## config.mk

```make
export PLATFORM = sky130hd
export DESIGN_NAME = vga_fb_arbiter
export DESIGN_NICKNAME = d
export VERILOG_FILES = /design/src/rtl/vga_pkg.sv /design/src/rtl/vga_fb_addr.sv /design/src/rtl/vga_fb_arbiter.sv
export SDC_FILE = /design/constraint.sdc
export NUM_CORES = 1
export LEC_CHECK = 0
export CAP_MARGIN = 20
export CORE_UTILIZATION = 43
export CTS_CLUSTER_SIZE = 20
export DETAILED_ROUTE_END_ITERATION = 6
export PLACE_DENSITY = 0.95
export SYNTH_ARGS = -nofsm -noshare
export SYNTH_HDL_FRONTEND = slang
export SYNTH_HIERARCHICAL = 1
export SYNTH_SLANG_ARGS = --single-unit
```

## constraint.sdc

```tcl
create_clock -name clk_50mhz -period 4.8 [get_ports clk_50mhz]
set_clock_uncertainty 0.2 [all_clocks]
set_input_delay 0.72 -clock clk_50mhz [delete_from_list [all_inputs] [get_ports clk_50mhz]]
set_output_delay 0.72 -clock clk_50mhz [all_outputs]
set_load 0.005 [all_outputs]
```

## src/rtl/vga_pkg.sv

```systemverilog
// Shared VGA timing constants and the framebuffer pixel type.
package vga_pkg;

  localparam int H_DISPLAY = 640;
  localparam int V_DISPLAY = 480;
  localparam int H_TOTAL   = 800;
  localparam int V_TOTAL   = 521;
  localparam int FB_DEPTH  = H_DISPLAY * V_DISPLAY;
  localparam int PIX_W     = 8;

  typedef logic [PIX_W-1:0] pixel_t;

endpackage

```

## src/rtl/vga_fb_addr.sv

```systemverilog
// Combinational (v,h) -> linear framebuffer address, v*LINE_W + h built as a
// shift-add over the set bits of the line width (640 = 512 + 128).
module vga_fb_addr
  import vga_pkg::*;
#(
  parameter int ADDR_W = 19,
  parameter int LINE_W = H_DISPLAY
) (
  input  logic [9:0]        h,
  input  logic [9:0]        v,
  output logic [ADDR_W-1:0] addr
);

  localparam int MB = $clog2(LINE_W + 1);
  localparam logic [MB-1:0] MULT = MB'(LINE_W);

  // part[k] holds h plus the partial product of v with MULT[k-1:0].
  logic [ADDR_W-1:0] part [0:MB];

  assign part[0] = ADDR_W'(h);

  generate
    for (genvar gi = 0; gi < MB; gi++) begin : g_shift_add
      if (MULT[gi]) begin : g_term
        assign part[gi+1] = part[gi] + (ADDR_W'(v) << gi);
      end else begin : g_skip
        assign part[gi+1] = part[gi];
      end
    end
  endgenerate

  assign addr = part[MB];

endmodule

```

## src/rtl/vga_fb_arbiter.sv

```systemverilog
// Time-slot arbiter sharing one single-port framebuffer between VGA fetch and
// a pixel writer. Define VGA_FB_TEARFREE_EN to restrict writes to vertical blanking.
module vga_fb_arbiter #(
  parameter int ADDR_W = 19,
  parameter int DATA_W = 8,
  parameter int H_DISPLAY = vga_pkg::H_DISPLAY,
  parameter int V_DISPLAY = vga_pkg::V_DISPLAY,
  parameter logic [DATA_W-1:0] BLANK_COLOR = '0
) (
  input  logic              clk_50mhz,
  input  logic              clear,
  input  logic              pix_en,
  input  logic [9:0]        h_counter,
  input  logic [9:0]        v_counter,
  input  logic              wr_req,
  input  logic [ADDR_W-1:0] wr_addr,
  input  logic [DATA_W-1:0] wr_data,
  output logic              wr_ack,
  output logic              wr_oob,
  output logic [ADDR_W-1:0] mem_addr,
  output logic              mem_rd,
  output logic              mem_we,
  output logic [DATA_W-1:0] mem_wdata,
  input  logic [DATA_W-1:0] mem_rdata,
  output logic [DATA_W-1:0] pixel_out,
  output logic              frame_start,
  output logic [7:0]        frame_cnt
);

  localparam logic [9:0]        H_LIM    = 10'(H_DISPLAY);
  localparam logic [9:0]        V_LIM    = 10'(V_DISPLAY);
  localparam logic [ADDR_W-1:0] FB_LIMIT = ADDR_W'(H_DISPLAY * V_DISPLAY);

  logic              visible;
  logic              disp_slot;
  logic              wr_window;
  logic              wr_is_oob;
  logic              frame_origin;
  logic [ADDR_W-1:0] rd_addr;

  logic              slot_vld_q, slot_vld_d;
  logic              rd_pending_q, rd_pending_d;
  logic [DATA_W-1:0] pixel_q, pixel_d;
  logic              wr_oob_q, wr_oob_d;
  logic              frame_start_q, frame_start_d;
  logic [7:0]        frame_cnt_q, frame_cnt_d;

  vga_fb_addr #(
    .ADDR_W (ADDR_W),
    .LINE_W (H_DISPLAY)
  ) u_addr (
    .h    (h_counter),
    .v    (v_counter),
    .addr (rd_addr)
  );

  assign visible      = (h_counter < H_LIM) && (v_counter < V_LIM);
  assign disp_slot    = pix_en && visible;
  assign wr_is_oob    = (wr_addr >= FB_LIMIT);
  assign frame_origin = pix_en && (h_counter == '0) && (v_counter == '0);

`ifdef VGA_FB_TEARFREE_EN
  assign wr_window = (v_counter >= V_LIM);
`else
  assign wr_window = 1'b1;
`endif

  // Display fetch always wins its slot; writers only ever see free slots.
  always_comb begin
    mem_rd    = 1'b0;
    mem_we    = 1'b0;
    mem_addr  = '0;
    mem_wdata = '0;
    wr_ack    = 1'b0;
    if (!clear) begin
      if (disp_slot) begin
        mem_rd   = 1'b1;
        mem_addr = rd_addr;
      end else if (wr_req && wr_window) begin
        wr_ack    = 1'b1;
        mem_we    = !wr_is_oob;
        mem_addr  = wr_addr;
        mem_wdata = wr_data;
      end
    end
  end

  always_comb begin
    slot_vld_d    = pix_en;
    rd_pending_d  = disp_slot;
    pixel_d       = pixel_q;
    wr_oob_d      = wr_oob_q || (wr_ack && wr_is_oob);
    frame_start_d = frame_origin;
    frame_cnt_d   = frame_cnt_q + {7'd0, frame_origin};
    // Read data lands the cycle after the fetch, so stage 2 follows stage 1 directly.
    if (slot_vld_q) begin
      pixel_d = rd_pending_q ? mem_rdata : BLANK_COLOR;
    end
  end

  always_ff @(posedge clk_50mhz or posedge clear) begin
    if (clear) begin
      slot_vld_q    <= 1'b0;
      rd_pending_q  <= 1'b0;
      pixel_q       <= BLANK_COLOR;
      wr_oob_q      <= 1'b0;
      frame_start_q <= 1'b0;
      frame_cnt_q   <= '0;
    end else begin
      slot_vld_q    <= slot_vld_d;
      rd_pending_q  <= rd_pending_d;
      pixel_q       <= pixel_d;
      wr_oob_q      <= wr_oob_d;
      frame_start_q <= frame_start_d;
      frame_cnt_q   <= frame_cnt_d;
    end
  end

  assign pixel_out   = pixel_q;
  assign wr_oob      = wr_oob_q;
  assign frame_start = frame_start_q;
  assign frame_cnt   = frame_cnt_q;

endmodule

```

==> impl_metrics.env <==
export IMPL_postRouteAntennaNets=0
export IMPL_grt_max_degree=21
export IMPL_dp_hpwl_um=4610
export IMPL_port_buffers=106
export IMPL_p_total_uw=539
export IMPL_power_leakage_nw=1.41
export IMPL_grt_overflow=0
export IMPL_clock_sinks=20
export IMPL_powerDensity_nw_per_um2=174
export IMPL_critPathBufInv=4
export IMPL_track_usage=0.234
export IMPL_cts_made_buffers=3
export IMPL_root_buffer="clkbuf_8"
export IMPL_first_pass_iters=4
export IMPL_diodes=0
export IMPL_critPathTopFamily="buffers and inverters"
export IMPL_cp_start_kind="input port"
export IMPL_hold_violations=0
export IMPL_wl_um=5820
export IMPL_holdBufCountCts=0
export IMPL_cts_tree="yes"
export IMPL_synth_nets=304
export IMPL_num_vias=2082
export IMPL_place_inst=368
export IMPL_synth_area_um2=1970
export IMPL_htree_levels=1
export IMPL_rows=24
export IMPL_r2r_slack_ns=3.29
export IMPL_ys_seq_elements=20
export IMPL_slowest_delay_ns=0.52
export IMPL_drc=0
export IMPL_final_max_slew_viol_count=0
export IMPL_avgSynthCellArea_um2=8.88
export IMPL_period_share=0.968
export IMPL_fmax_mhz=215
export IMPL_core_area_um2=4380
export IMPL_place_ws_ns=-0.115
export IMPL_synthFlopType="dfrtp_1"
export IMPL_cp_arrival_ns=3.73
export IMPL_slew_limit_headroom=0.605
export IMPL_worst_ep_required_time_ns=3.88
export IMPL_crit_slowest_cell="fa_1"
export IMPL_setup_viol=0
export IMPL_totalNegativeSetupSlack_ns=0
export IMPL_die_w_um=69.7
export IMPL_fin_area_um2=3100
export IMPL_drt_vias_per_instance=5.58
export IMPL_postPlaceCellArea_um2=3020
export IMPL_syn_to_final_growth_pct=57.4
export IMPL_critPathMaxFanout=3
export IMPL_start_util=0.450
export IMPL_die_h_um=69.7
export IMPL_max_cap_violations=0
export IMPL_io_pins=107
export IMPL_finalNonFillerCells=373
export IMPL_ys_warnings_count=6
export IMPL_hold_class="flip-flop to flip-flop"
export IMPL_synth_async_sr_flop_share=1.00
export IMPL_drtIter0Drc=93
export IMPL_crit_top_cell="clkdlybuf4s50_1"
export IMPL_fin_nets=404
export IMPL_gp_congestion=0.892
export IMPL_seq_area_frac_synth=0.254
export IMPL_die_area_um2=4860
export IMPL_clk_insertion_delay_late_ns=0.25
export IMPL_cp_end_kind="output pin"
export IMPL_ir_drop_v=0.0000961
export IMPL_clockBufferDepth=2
export IMPL_synth_edf_count=0
export IMPL_wl_per_cell_um=15.6
export IMPL_fin_ws_ns=0.153
export IMPL_grt_pass1_wl_um=9180
export IMPL_fin_crit_ns=4.65
export IMPL_antenna_found_initial=0
export IMPL_outcome="finished, final reports clean"
export IMPL_worstMarginPinSlew_ns=0.592
export IMPL_syn_instance_count=222
export IMPL_grt_pass1_vias=1998
export IMPL_crit_chain="clkdlybuf4s50_1, inv_1, fa_1, inv_2, fa_2, a21o_1, nand4_1, o21ai_2, o41ai_2, xnor2_1, a31o_1, clkdlybuf4s50_1"
export IMPL_clkTransAtPathRegs_ns=0.07
export IMPL_ys_types=45
export IMPL_crit_type="input port to output pin"
export IMPL_drive_above_1_share=0.0779
[path summary, 6_finish.rpt]
check | startpoint | end | cells past startpoint
worst max-delay path | v_counter[0] | mem_addr[18] | 12
worst min-delay path | wr_oob$_DFF_PP0_ | wr_oob$_DFF_PP0_ | 1
worst max register to register | frame_cnt[0]$_DFF_PP0_ | frame_cnt[6]$_DFF_PP0_ | 5
worst min register to register | wr_oob$_DFF_PP0_ | wr_oob$_DFF_PP0_ | 1
max in group asynchronous | clear | pixel_out[2]$_DFFE_PP0P_ | 3
min in group asynchronous | clear | frame_cnt[3]$_DFF_PP0_ | 3
[cells by family (layout without fill, tap and decap cells)]
kind of cell	after synthesis	after routing	share of synthesized area
AOI/OAI and AO/OA	59	59	0.233
buffers and inverters	39	138	0.109
xor gates and xnor gates	15	15	0.0666
and+or+nand+nor	60	60	0.154
adders and majority gates	23	23	0.154
DFF	20	20	0.254
muxes	6	6	0.0305
[per-stage QoR]
step / utilization / hold WS [ns]
after global routing: 0.708 / 0.282
after floorplan: - / 0.260
after global placement: 0.689 / 0.247
final: 0.708 / 0.267
after detailed placement: 0.689 / 0.257
after CTS: 0.703 / 0.271
[registers in the layout, indices dropped and copies added (netlist names)]
signal,flops
wr_oob,1
frame_start,1
frame_cnt,8
pixel_out,8
slot_vld_q,1
rd_pending_q,1
[final cells by class]
type / count / area, um^2
Tap cell: 52 / 65.1
Clock buffer: 4 / 55.1
Fill cell: 359 / 1280
Inverter: 18 / 68.8
Sequential cell: 20 / 500
Multi-Input combinational cell: 163 / 1280
Timing Repair Buffer: 116 / 1140
[cells in the final DEF (no fill, tap or decap), types with 10 or more instances in the layout]
cell and count:
a31o_1 13, buf_4 10, clkdlybuf4s50_1 102, dfrtp_1 20, ha_1 21, inv_1 15, nand2_1 24, o21ai_0 10
o311a_1 13
[routing by layer]
metal / GRT usage / wire (um) / part of all wire / up-vias
met5: 0 / 0 / 0 / -
met2: 0.443 / 2910 / 0.50 / 88
met3: 0.0422 / 424 / 0.073 / 8
li1: - / - / - / 1002
met1: 0.265 / 2410 / 0.41 / 984
met4: 0.0711 / 68 / 0.012 / 0
[repair_timing]
action,4_1_cts,5_1_grt
buffers inserted,0,1
endpoints found under the setup margin,4,4
pin swaps,1,5
gates resized for setup,4,7
[power by group]
| part | leakage [nW] | switching [mW] | internal, mW |
|---|---|---|---|
| Clock | 0.0288 | 0.0511 | 0.0729 |
| Sequential | 0.269 | 0.00253 | 0.172 |
| Combinational | 1.11 | 0.105 | 0.135 |
| Total | 1.41 | 0.159 | 0.381 |
[Yosys cell counts, drive strengths merged (7+ instances only)]
| library cell | instances | area (um^2) |
|---|---|---|
| clkbuf | 8 | 30.0 |
| buf | 13 | 116 |
| inv | 17 | 63.8 |
| and3 | 9 | 56.3 |
| o311a | 13 | 130 |
| xnor2 | 9 | 78.8 |
| o21ai | 12 | 60.1 |
| ha | 21 | 263 |
| a21oi | 7 | 38.8 |
| nand2 | 24 | 90.1 |
| dfrtp | 20 | 500 |
| a31o | 13 | 114 |
Note: power is estimated with default switching activity, not from simulation.
==> patch, RTL diff (same flow settings) <==
The option `VGA_FB_TEARFREE_EN` is turned on by a define.
--- a/src/rtl/vga_fb_arbiter.sv
+++ b/src/rtl/vga_fb_arbiter.sv
@@ -2,2 +2,4 @@
 // a pixel writer. Define VGA_FB_TEARFREE_EN to restrict writes to vertical blanking.
+`define VGA_FB_TEARFREE_EN
+
 module vga_fb_arbiter #(
Function: changed (Yosys sat finds a counterexample within 4 cycles, from zero or initial values).
==> patch against the unedited design <==
Die area is 2.6% lower. Count of clock-buffer cells in the layout down 1. Power increased by 7.8%. Final area increased by 0.64%. Critical path type unchanged. Setup slack improved by 0.045 ns. Wire length up 7.6%. Sequential cell count did not move. Sequential share of layout area down 0.10 points. Critical path depth increased by 1. Fmax up 0.97%. Global-route usage grew 4.0 points. Synthesized area is 2.7% lower.
==> patch: results (changes against the unedited design) <==
{
  "cp.arrival": {"value": 3.68, "unit": "ns", "change": "-0.05 ns"},
  "grt_start_max_net_pins": {"value": 23, "change": "+9.5%"},
  "num-fill-cells": {"value": 299, "change": "-17%"},
  "synth-warning-count": {"value": 6, "change": "unchanged"},
  "routabilityCongestion": {"value": 0.902, "change": "+1.1%"},
  "antennaDiodeCount": {"value": 0, "change": "unchanged"},
  "synth-compound-area-share": {"value": 17.9, "unit": "%", "change": "-5.4 points"},
  "grt_first_pass_wirelength": {"value": 9.58, "unit": "mm", "change": "+4.4%"},
  "yosys.area_share.adder": {"value": 15.8, "unit": "%", "change": "+0.42 points"},
  "hp_start": "frame_cnt[7]",
  "synthXorXnorAreaFrac": {"value": 6.84, "unit": "%", "change": "+0.18 points"},
  "fin_nets": {"value": 418, "change": "+3.5%"},
  "list_of_most_frequent_post_synthesis_cells": "nand3_1, a21oi_1, nand4_1, ha_1, dfrtp_1",
  "p_leak": {"value": 1.34, "unit": "nW", "change": "-5.1%"},
  "wirelength": {"value": 6.26, "unit": "mm", "change": "+7.6%"},
  "worst_r2r_startpoint": "frame_cnt[0]",
  "cts_root_buffer_type": "clkbuf_8",
  "worstReg2RegEnd": "frame_cnt[6]",
  "synth_area_per_cell": {"value": 8.31, "unit": "um2", "change": "-6.5%"},
  "worst-r2r-cell-count": {"value": 5, "change": "unchanged"},
  "post_route_cells_drive_above_1_share": {"value": 7.76, "unit": "%", "change": "-0.027 points"},
  "worst-r2r-setup-slack": {"value": 3.23, "unit": "ns", "change": "-0.06 ns"},
  "post-dp-hpwl": {"value": 4.95, "unit": "mm", "change": "+7.5%"},
  "routedWlPerCell": {"value": 16.3, "unit": "um", "change": "+4.2%"},
  "unique_masters_post_synth": {"value": 41, "change": "-8.9%"},
  "timing.critical_path.from": "h_counter[9]",
  "crit_fanout": {"value": 2, "change": "-1"},
  "global_route.usage.total": {"value": 27.5, "unit": "%", "change": "+4.0 points"},
  "postSynthNetCount": {"value": 313, "change": "+3.0%"},
  "placed_cells_incl_taps": {"value": 381, "change": "+3.5%"},
  "dr.first_iter.drc_count": {"value": 125, "change": "+34%"},
  "peakVddDrop": {"value": 0.000109, "unit": "V", "change": "+13%"},
  "synth_area_leaders": "dfrtp_1, ha_1, nand4_1",
  "grt_pass1_vias": {"value": 2087, "change": "+4.5%"},
  "timing.max_slew.rel_slack": {"value": 58.5, "unit": "%", "change": "-1.9 points"},
  "sw_frac_of_total": {"value": 28.7, "unit": "%", "change": "-0.71 points"},
  "num_vias": {"value": 2172, "change": "+4.3%"},
  "yosys-mux-area-fraction": {"value": 0, "unit": "%", "change": "-3.0 points"},
  "min_path_cells": {"value": 1, "change": "unchanged"},
  "run_status": "completed",
  "synth_seq_area_share": {"value": 26.1, "unit": "%", "change": "+0.69 points"}
}
[patch: how the worst min path moves through the flow]
stage	end	slack (ns)
floorplan	wr_oob	0.27
global placement	wr_oob	0.26
detailed placement	frame_cnt[7]	0.29
CTS	frame_cnt[7]	0.30
global route	frame_cnt[7]	0.30
finish	frame_cnt[7]	0.30
[patch: logic make-up after synthesis]
family | after synthesis
compound gates | 53
flops | 20
xor+xnor | 15
buf+inv | 36
simple gates | 84
fa+ha+maj | 23
[patch: final cells by class]
cell class | instances | area (um2) | area share [%]
Clock buffer | 3 | 41.3 | 1.32
Clock inverter | 1 | 30.0 | 0.961
Inverter | 16 | 60.1 | 1.92
Multi-Input combinational cell | 175 | 1260 | 40.4
Sequential cell | 20 | 500 | 16.0
Tap cell | 50 | 62.6 | 2.00
Timing Repair Buffer | 120 | 1170 | 37.4
[patch: metal layers]
metal / vias up / GRT usage, % / part of all wire [%] / wire length (um)
li1: 1049 / - / - / -
met1: 1005 / 29.8 / 37 / 2340
met4: 0 / 13.8 / 2.8 / 177
met3: 18 / 6.58 / 7.8 / 489
met5: - / 0 / 0 / 0
met2: 100 / 49.5 / 52 / 3250
[patch: stage by stage]
stage / cell area [um2] / hold slack (ns) / setup WS (ns) / TNS, ns / power [mW]
3_3_place_gp: 3030 / 0.256 / -0.0467 / -0.0969 / 0.407
2_1_floorplan: 1920 / 0.266 / 0.998 / 0 / 0.298
5_1_grt: 3120 / 0.305 / 0.0115 / 0 / 0.615
6_report: 3120 / 0.301 / 0.198 / 0 / 0.581
4_1_cts: 3100 / 0.296 / 0.0114 / 0 / 0.577
3_5_place_dp: 3030 / 0.287 / -0.137 / -0.349 / 0.412
[patch: power by group through the flow]
stage	logic (mW)	clock network, mW	registers (mW)
floorplan	0.119	0	0.179
global placement	0.229	0	0.179
detailed placement	0.233	0	0.179
CTS	0.235	0.166	0.176
global route	0.263	0.176	0.176
finish	0.241	0.165	0.176
[patch: worst max-delay path, stage by stage]
cell and delay (ns):
clkdlybuf4s50_1 0.48, inv_1 0.06, fa_1 0.52, inv_1 0.08, fa_1 0.45, a21o_1 0.18
nand4_1 0.08, o21ai_1 0.11, o41ai_2 0.39, xnor2_1 0.17, nand4_1 0.11, a21oi_1 0.16
dlymetal6s2s_1 0.14
[patch: repair_timing]
item                                    in CTS  in global routing
endpoints found under the setup margin       4                  5
cloned                                       0                  0
gates resized for setup                      5                  5
pin swaps                                    3                  5
hold buffers                                 0                  0
